<file path="config.mk">
export PLATFORM = sky130hd
export DESIGN_NAME = dwt53_multilevel
export DESIGN_NICKNAME = d
export VERILOG_FILES = /design/src/rtl/dwt_pkg.sv /design/src/rtl/dwt53_lift_stage.sv /design/src/rtl/dwt53_multilevel.sv
export SDC_FILE = /design/constraint.sdc
export NUM_CORES = 1
export LEC_CHECK = 0
export CORE_UTILIZATION = 40
export CTS_CLUSTER_DIAMETER = 60
export DETAILED_ROUTE_END_ITERATION = 10
export GPL_TIMING_DRIVEN = 0
export MAX_ROUTING_LAYER = met4
export PLACE_DENSITY_LB_ADDON = 0.2
export SYNTH_ARGS = -nofsm -noshare
export SYNTH_HDL_FRONTEND = slang
export SYNTH_HIERARCHICAL = 1
export SYNTH_SLANG_ARGS = --single-unit
export TNS_END_PERCENT = 1
</file>
<file path="constraint.sdc">
create_clock -name clk -period 8.75 [get_ports clk]
set_input_delay 1.75 -clock clk [delete_from_list [all_inputs] [get_ports clk]]
set_output_delay 1.75 -clock clk [all_outputs]
set_load 0.03 [all_outputs]
</file>
<file path="src/rtl/dwt_pkg.sv">
// Shared types and constants for the LeGall 5/3 lifting stages.
// The stage state struct keeps each stage's FSM visible in one place.
package dwt_pkg;

  localparam int LIFT_RND = 2;
  localparam int SH_PRED  = 1;
  localparam int SH_UPD   = 2;

  typedef enum logic {
    PH_EVEN = 1'b0,
    PH_ODD  = 1'b1
  } phase_e;

  // pend: an (even, odd) pair is held waiting for the next even sample.
  typedef struct packed {
    phase_e phase;
    logic   first;
    logic   pend;
  } stage_state_t;

  localparam stage_state_t STAGE_START = '{phase: PH_EVEN, first: 1'b1, pend: 1'b0};

  function automatic int out_w(input int data_w, input int levels);
    return data_w + 2 * levels;
  endfunction

endpackage

</file>
<file path="src/rtl/dwt53_lift_stage.sv">
// One level of the 5/3 lifting transform with symmetric edge extension.
// Handshake: valid_i qualifies data_i/last_i each cycle, no backpressure; valid_o is a one-cycle pulse.
module dwt53_lift_stage
  import dwt_pkg::*;
#(
  parameter int W = 12
) (
  input  logic                clk,
  input  logic                reset,
  input  logic                valid_i,
  input  logic signed [W-1:0] data_i,
  input  logic                last_i,
  output logic                valid_o,
  output logic signed [W-1:0] l_o,
  output logic signed [W-1:0] h_o,
  output logic                last_o,
  output logic                err_o
);

  stage_state_t        state_q, state_d;
  logic signed [W-1:0] x_even_q, x_even_d, x_odd_q, x_odd_d, d_prev_q, d_prev_d;
  logic signed [W-1:0] l_q, l_d, h_q, h_d;
  logic                valid_q, valid_d, last_q, last_d;
  logic signed [W-1:0] odd_src, next_even, pred, d_c, d_left, upd, s_c;
  logic signed [W:0]   pred_sum, upd_sum;

  // Closing pair: on EVEN the new sample is x[2n+2]; on ODD+last mirror x[N]=x[N-2].
  always_comb begin
    odd_src   = (state_q.phase == PH_ODD) ? data_i : x_odd_q;
    next_even = (state_q.phase == PH_ODD) ? x_even_q : data_i;
    pred_sum  = (W+1)'(x_even_q) + (W+1)'(next_even);
    pred      = W'(pred_sum >>> SH_PRED);
    d_c       = odd_src - pred;
    d_left    = state_q.first ? d_c : d_prev_q;
    upd_sum   = (W+1)'(d_left) + (W+1)'(d_c) + (W+1)'(LIFT_RND);
    upd       = W'(upd_sum >>> SH_UPD);
    s_c       = x_even_q + upd;
  end

  always_comb begin
    state_d  = state_q;
    x_even_d = x_even_q;
    x_odd_d  = x_odd_q;
    d_prev_d = d_prev_q;
    l_d      = l_q;
    h_d      = h_q;
    valid_d  = 1'b0;
    last_d   = 1'b0;
    err_o    = 1'b0;
    if (valid_i) begin
      if (state_q.phase == PH_EVEN) begin
        if (state_q.pend) begin
          valid_d       = 1'b1;
          l_d           = s_c;
          h_d           = d_c;
          d_prev_d      = d_c;
          state_d.first = 1'b0;
        end
        // A last on an even sample means an odd-length frame: drop it and restart.
        if (last_i) begin
          err_o   = 1'b1;
          state_d = STAGE_START;
        end else begin
          x_even_d      = data_i;
          state_d.phase = PH_ODD;
          state_d.pend  = 1'b0;
        end
      end else if (last_i) begin
        valid_d = 1'b1;
        last_d  = 1'b1;
        l_d     = s_c;
        h_d     = d_c;
        state_d = STAGE_START;
      end else begin
        x_odd_d       = data_i;
        state_d.phase = PH_EVEN;
        state_d.pend  = 1'b1;
      end
    end
  end

  always_ff @(posedge clk) begin
    if (reset) begin
      state_q  <= STAGE_START;
      x_even_q <= '0;
      x_odd_q  <= '0;
      d_prev_q <= '0;
      l_q      <= '0;
      h_q      <= '0;
      valid_q  <= 1'b0;
      last_q   <= 1'b0;
    end else begin
      state_q  <= state_d;
      x_even_q <= x_even_d;
      x_odd_q  <= x_odd_d;
      d_prev_q <= d_prev_d;
      l_q      <= l_d;
      h_q      <= h_d;
      valid_q  <= valid_d;
      last_q   <= last_d;
    end
  end

  assign valid_o = valid_q;
  assign l_o     = l_q;
  assign h_o     = h_q;
  assign last_o  = last_q;

endmodule

</file>
<file path="src/rtl/dwt53_multilevel.sv">
// Multi-level 1-D LeGall 5/3 DWT: level k consumes the L band of level k-1.
// Every level's H band is output along with the final L band; err is sticky until reset.
module dwt53_multilevel
  import dwt_pkg::*;
#(
  parameter  int DATA_W = 8,
  parameter  int LEVELS = 2,
  localparam int OUT_W  = out_w(DATA_W, LEVELS)
) (
  input  logic                     clk,
  input  logic                     reset,
  input  logic                     in_valid,
  input  logic signed [DATA_W-1:0] in_data,
  input  logic                     in_last,
  output logic [LEVELS-1:0]        h_valid,
  output logic [LEVELS*OUT_W-1:0]  h_data,
  output logic [LEVELS-1:0]        h_last,
  output logic                     l_valid,
  output logic signed [OUT_W-1:0]  l_data,
  output logic                     l_last,
  output logic                     err
);

  logic [LEVELS:0]         st_valid, st_last;
  logic signed [OUT_W-1:0] st_data [LEVELS+1];
  logic [LEVELS-1:0]       st_err;
  logic                    err_q, err_d;

  assign st_valid[0] = in_valid;
  assign st_last[0]  = in_last;
  assign st_data[0]  = OUT_W'(in_data);

  for (genvar k = 0; k < LEVELS; k++) begin : g_level
    dwt53_lift_stage #(.W(OUT_W)) u_stage (
      .clk     (clk),
      .reset   (reset),
      .valid_i (st_valid[k]),
      .data_i  (st_data[k]),
      .last_i  (st_last[k]),
      .valid_o (st_valid[k+1]),
      .l_o     (st_data[k+1]),
      .h_o     (h_data[k*OUT_W +: OUT_W]),
      .last_o  (st_last[k+1]),
      .err_o   (st_err[k])
    );
  end

  assign err_d = err_q | (|st_err);

  always_ff @(posedge clk) begin
    if (reset) err_q <= 1'b0;
    else       err_q <= err_d;
  end

  assign h_valid = st_valid[LEVELS:1];
  assign h_last  = st_last[LEVELS:1];
  assign l_valid = st_valid[LEVELS];
  assign l_data  = st_data[LEVELS];
  assign l_last  = st_last[LEVELS];
  assign err     = err_q;

endmodule

</file>
* Word-level counts from Yosys, hierarchy flattened
Cells that the tools add are included.
** Storage, ports and cells
- Logic and storage cells :: 97
- Bits in registers :: 123
- Input bits :: 12
- Output and inout port bits :: 43
** Operators by class
- Add/sub/neg operators :: 10
- Equality and inequality tests :: 2
- Bitwise operators :: 7
- Multiplexer cells :: 38
- Reductions and logical operators :: 19
** Operators by type and width (number)
- $mux W12 :: 18
- $add A12 B12 Y13 :: 3
- $reduce_and A3 Y1 :: 10
- $add A13 B3 Y13 const B :: 2
- $sub A12 B12 Y12 :: 2
- $mux W1 :: 18
- $add A8 B12 Y13 :: 1
- $add A12 B11 Y12 :: 1
- $add A8 B11 Y12 :: 1
- $reduce_bool A2 Y1 :: 4
- $mux W3 :: 2
- $not A1 Y1 :: 6
- $reduce_or A2 Y1 :: 3
- $reduce_or A3 Y1 :: 2
- $ne A2 B2 Y1 const B :: 2
- $or A1 B1 Y1 :: 1

* Logic depth before layout (Yosys ltp)
- Depth after elaboration :: 9
- Mapped depth :: 35
- Gate-level depth less buffers :: 32

* By module
Netlist, hierarchy kept.
** Modules (own cells, without submodules)
- dwt53_lift_stage (g_level[0].u_stage) :: seq. area each 1301.2 um^2, instances 1, area each 4717.0 um^2, cells each 579
- dwt53_lift_stage (g_level[1].u_stage) :: seq. area each 1301.2 um^2, instances 1, area each 4660.7 um^2, cells each 572
- dwt53_multilevel :: seq. area each 20.0 um^2, instances 1, area each 43.8 um^2, cells each 5

* Least setup slack after synthesis
OpenSTA, ideal clock, no wires.
- Path kind :: input-to-reg
- Start point :: input port in_data[1]
- End point :: register g_level[0].u_stage.l_q[11]
- Setup time :: 0.087 ns
- Slack :: 1.022 ns
- Required time :: 8.663 ns
- Arrival time :: 7.641 ns
- Cell stages on the path :: 31
- Path buffers :: 0
- Cell sequence :: mux2_2 fa_1 a21o_1 a21o_4 a2111oi_4 nor2_2 or3_2 nand2_1 ha_1 inv_1 nor2_1 o21a_1 a311oi_2 nand2_2 xnor2_2 xor2_2 mux2_1 ha_1 ha_1 a21oi_1 o21ai_0 nor2_1 o21ai_0 xnor2_1 ha_1 or3_1 o21ai_0 a31oi_1 xor2_1 xnor2_1 o31ai_1
** On the way
- Cells in the longest elaborated chain, start to end :: 9
- Elaborated cells between the ends (all ways) :: 11
- Those cells by class :: add/sub: 5; mux: 6
** Ends and longest elaborated chain
- start, declared :: RTL line dwt53_multilevel.sv:13 : input logic signed [DATA_W-1:0] in_data,
- $mux W12 :: RTL line dwt53_lift_stage.sv:30 : next_even = (state_q.phase == PH_ODD) ? x_even_q : data_i;
- $add A8 B12 Y13 :: RTL line dwt53_lift_stage.sv:31 : pred_sum = (W+1)'(x_even_q) + (W+1)'(next_even);
- $sub A12 B12 Y12 (*) :: RTL line dwt53_lift_stage.sv:33 : d_c = odd_src - pred;
- $mux W12 :: RTL line dwt53_lift_stage.sv:34 : d_left = state_q.first ? d_c : d_prev_q;
- $add A12 B12 Y13 (*) :: RTL line dwt53_lift_stage.sv:35 : upd_sum = (W+1)'(d_left) + (W+1)'(d_c) + (W+1)'(LIFT_RND);
- $add A13 B3 Y13 (*) :: RTL line dwt53_lift_stage.sv:35
- $add A8 B11 Y12 (*) :: RTL line dwt53_lift_stage.sv:37 : s_c = x_even_q + upd;
- $mux W12 (on tied branches) :: RTL line dwt53_lift_stage.sv:52, dwt53_lift_stage.sv:68
- $mux W12 (*) :: RTL line dwt53_lift_stage.sv:51 : if (state_q.phase == PH_EVEN) begin
- end signal, assigned :: RTL line dwt53_lift_stage.sv:97 : l_q <= l_d;
- end, declared :: RTL line dwt53_lift_stage.sv:22 : logic signed [W-1:0] l_q, l_d, h_q, h_d;
Every way passes the cells marked *; elsewhere a longest branch is shown, timed or not. The select of a mux whose other input is x is not followed.
A chain may end at the register's enable or synchronous reset.

* Worst setup path in the final report
Ends and elaborated chain as after synthesis.

==> flow_metrics.tcl <==
set metrics [dict create \
    status "complete, no violations" \
    yosys-top-cells-area "dfxtp_1 28%, ha_1 15%, nand2_1 9.5%" \
    endpoint_kind "flip-flop" \
    via_per_inst 5.224 \
    synth_warnings 6 \
    hp-class "reg -> reg" \
    yosys.cell_count.top_type "nand2_1" \
    die_w_um 155.5 \
    skew_ps 8.326 \
    slew_headroom_pct 53.92 \
    layout_setup_ws_ps 366.8 \
    syn_inst 1156 \
    synth_seq_cells 131 \
    post_cts_resized 0 \
    crit_required_ps 9080 \
    synthFlopType "dfxtp_1" \
    grt_util_all_layers_pct 21.54 \
    grt_pass1_wl_um 39630 \
    overflow 0 \
    syn2layout_area_growth_pct 16.47 \
    reg2reg_slack_ps 620 \
    slowest_stage "clkdlybuf4s50_1" \
    core_area_um2 22850 \
    ant_nets 0 \
    synthArstFlopShare_pct 0 \
    clockRootBuffer "clkbuf_16" \
    final_util_pct 48.03 \
    place_ws_ps -320.7 \
    clk_latency_ps 420 \
    grt_pass1_vias 7843 \
    drt_iter0_markers 376 \
    ctsLongestPathBuffers 2 \
    crit_type "in -> reg" \
    tns_ps 0 \
    crit_arrival_ps 8720 \
    antenna_found_initial 0 \
    ioPinCount 55 \
    die_area_um2 24170 \
    layout-drive-gt1-share_pct 9.766 \
    start_util_pct 41.24 \
    netlist_area_um2 9422 \
    crit_path_start_kind "input pin" \
    synth_top_area_share_pct 27.84 \
    avgSynthCellArea_um2 8.150 \
    dp.final_hpwl_um 19210 \
    worstMarginPinSlew_ps 691.2 \
    setup_viol 0 \
    clock.fmax_mhz 119.3 \
    period_minus_slack_ps 8383 \
    drt_pass1_iterations 5 \
    wl_per_cell_um 15.53 \
    finalHoldViolCount 0 \
    grt_max_degree 21 \
    leakage_uw 0.004461 \
    row_count 55 \
    slowest_delay_ps 480 \
    finalWirelength_um 24100 \
    power_density_nw_per_um2 285.6 \
    grt_setup_unrepaired "no" \
    path_clk_slew_ps 60 \
    synth_top_cells_by_count "239 x nand2_1, 157 x a21oi_1, 131 x dfxtp_1, 110 x ha_1" \
    drv_cap 0 \
    crit_top_cell "ha_1" \
    synth-seq-area-share_pct 27.84 \
    vias 8107 \
    ir_drop_uv 151.0 \
    cts_buffers 17 \
    synth_fp_nets 1286 \
    cts_hold_buf 0 \
    synth_edf_count 0 \
    dieHeight_um 155.5 \
    route.detailed.drc 0 \
    numPortBuffers 53 \
    crit_fanout 7 \
    power_uw 3134 \
    nets 1358 \
    place_congestion 0.8889 \
    fin_cells 1552 \
    yosysTopAreaCell "dfxtp_1" \
    yosysUniqueCellTypes 75 \
    period_share_pct 95.81 \
    cts.sinks 131 \
    diodes 0 \
    nFillCells 2287 \
    htreeDepth 4 \
    cts_setup_buffers 0 \
    dp_cells 1522 \
    cts_tree "yes" \
    maxSlewViolCount 0 \
]
[per-layer routing]
layer / vias to the layer above / part of all wire [%] / GRT usage (%)
met5: - / 0 / -
met4: 0 / 2.2 / 7.423
met3: 32 / 2.9 / 3.426
met2: 128 / 50 / 37.82
met1: 3756 / 45 / 24.80
li1: 4191 / - / -
[worst paths after layout]
path                                              startpoint                                      end  cells past startpoint
setup / recovery                                  in_data[1]  g_level[0].u_stage/l_o[11]$_SDFFE_PP0P_                     32
hold / removal        g_level[1].u_stage/l_o[5]$_SDFFE_PP0P_   g_level[1].u_stage/l_o[5]$_SDFFE_PP0P_                      2
setup reg to reg  g_level[0].u_stage/state_q[2]$_SDFFE_PP0P_  g_level[0].u_stage/l_o[11]$_SDFFE_PP0P_                     34
hold reg to reg       g_level[1].u_stage/l_o[5]$_SDFFE_PP0P_   g_level[1].u_stage/l_o[5]$_SDFFE_PP0P_                      2
[cell families (layout without fill, tap and decap cells)]
family	count (synthesis)	in the layout	synth area share [%]
AO/OA/AOI/OAI	289	289	19.04
XOR/XNOR	72	72	6.853
adder cells (fa/ha/maj)	118	118	16.31
buffers and inverters	84	167	3.466
flip-flops	131	131	27.84
multiplexers	67	67	7.915
AND/OR/NAND/NOR	395	395	18.58
[sequential cells by signal, indices dropped and copies added, names as in the netlist]
name and flops:
g_level.u_stage/state_q 6, g_level.u_stage/l_o 24, g_level.u_stage/x_odd_q 24, g_level.u_stage/h_o 24, err 1, g_level.u_stage/valid_o 2
g_level.u_stage/d_prev_q 24, g_level.u_stage/x_even_q 24, g_level.u_stage/last_o 2
[stage by stage]
stage               hold slack [ps]  area [um^2]
global placement              438.0        10340
floorplan                     433.8         9422
CTS                           450.2        10960
global route                  463.3        10970
detailed placement            443.5        10340
finish                        447.2        10970
[where the power goes]
group	leakage (uW)	internal, uW	switching [uW]
Sequential	0.00106	610	15.3
Combinational	0.00311	787	963
Clock	0.000294	487	271
Total	0.00446	1880	1250
[cell usage in the layout, fill, tap and decap left out, types with 17 or more instances in the layout]
| cell | count |
|---|---|
| clkdlybuf4s50_1 | 52 |
| xor2_1 | 22 |
| mux2_2 | 59 |
| clkbuf_1 | 46 |
| xnor2_1 | 48 |
| inv_1 | 29 |
| nor2_1 | 59 |
| clkbuf_16 | 17 |
| ha_1 | 110 |
| o21ai_0 | 25 |
| a21oi_1 | 157 |
| a21o_1 | 17 |
| nand2_1 | 239 |
| dfxtp_1 | 131 |
[area by class of cell]
class	count	area [um^2]	area share [%]
plain buffers	54	215.2	1.961
clock buffers	20	456.7	4.162
clock inverters	10	157.7	1.437
inverters	30	112.6	1.026
multi-input cells	941	6484	59.09
flip-flops and latches	131	2623	23.90
well taps	313	391.6	3.569
repair buffers	53	533.0	4.857
[critical path: cells and delay by family]
kind	cells	cell delay, ps
fa+ha+maj	5	1590
mux	2	630
xor+xnor	5	910
compound gates	11	1940
simple gates	7	1300
buf+inv	2	590
Power figures use the tool's default switching activity.
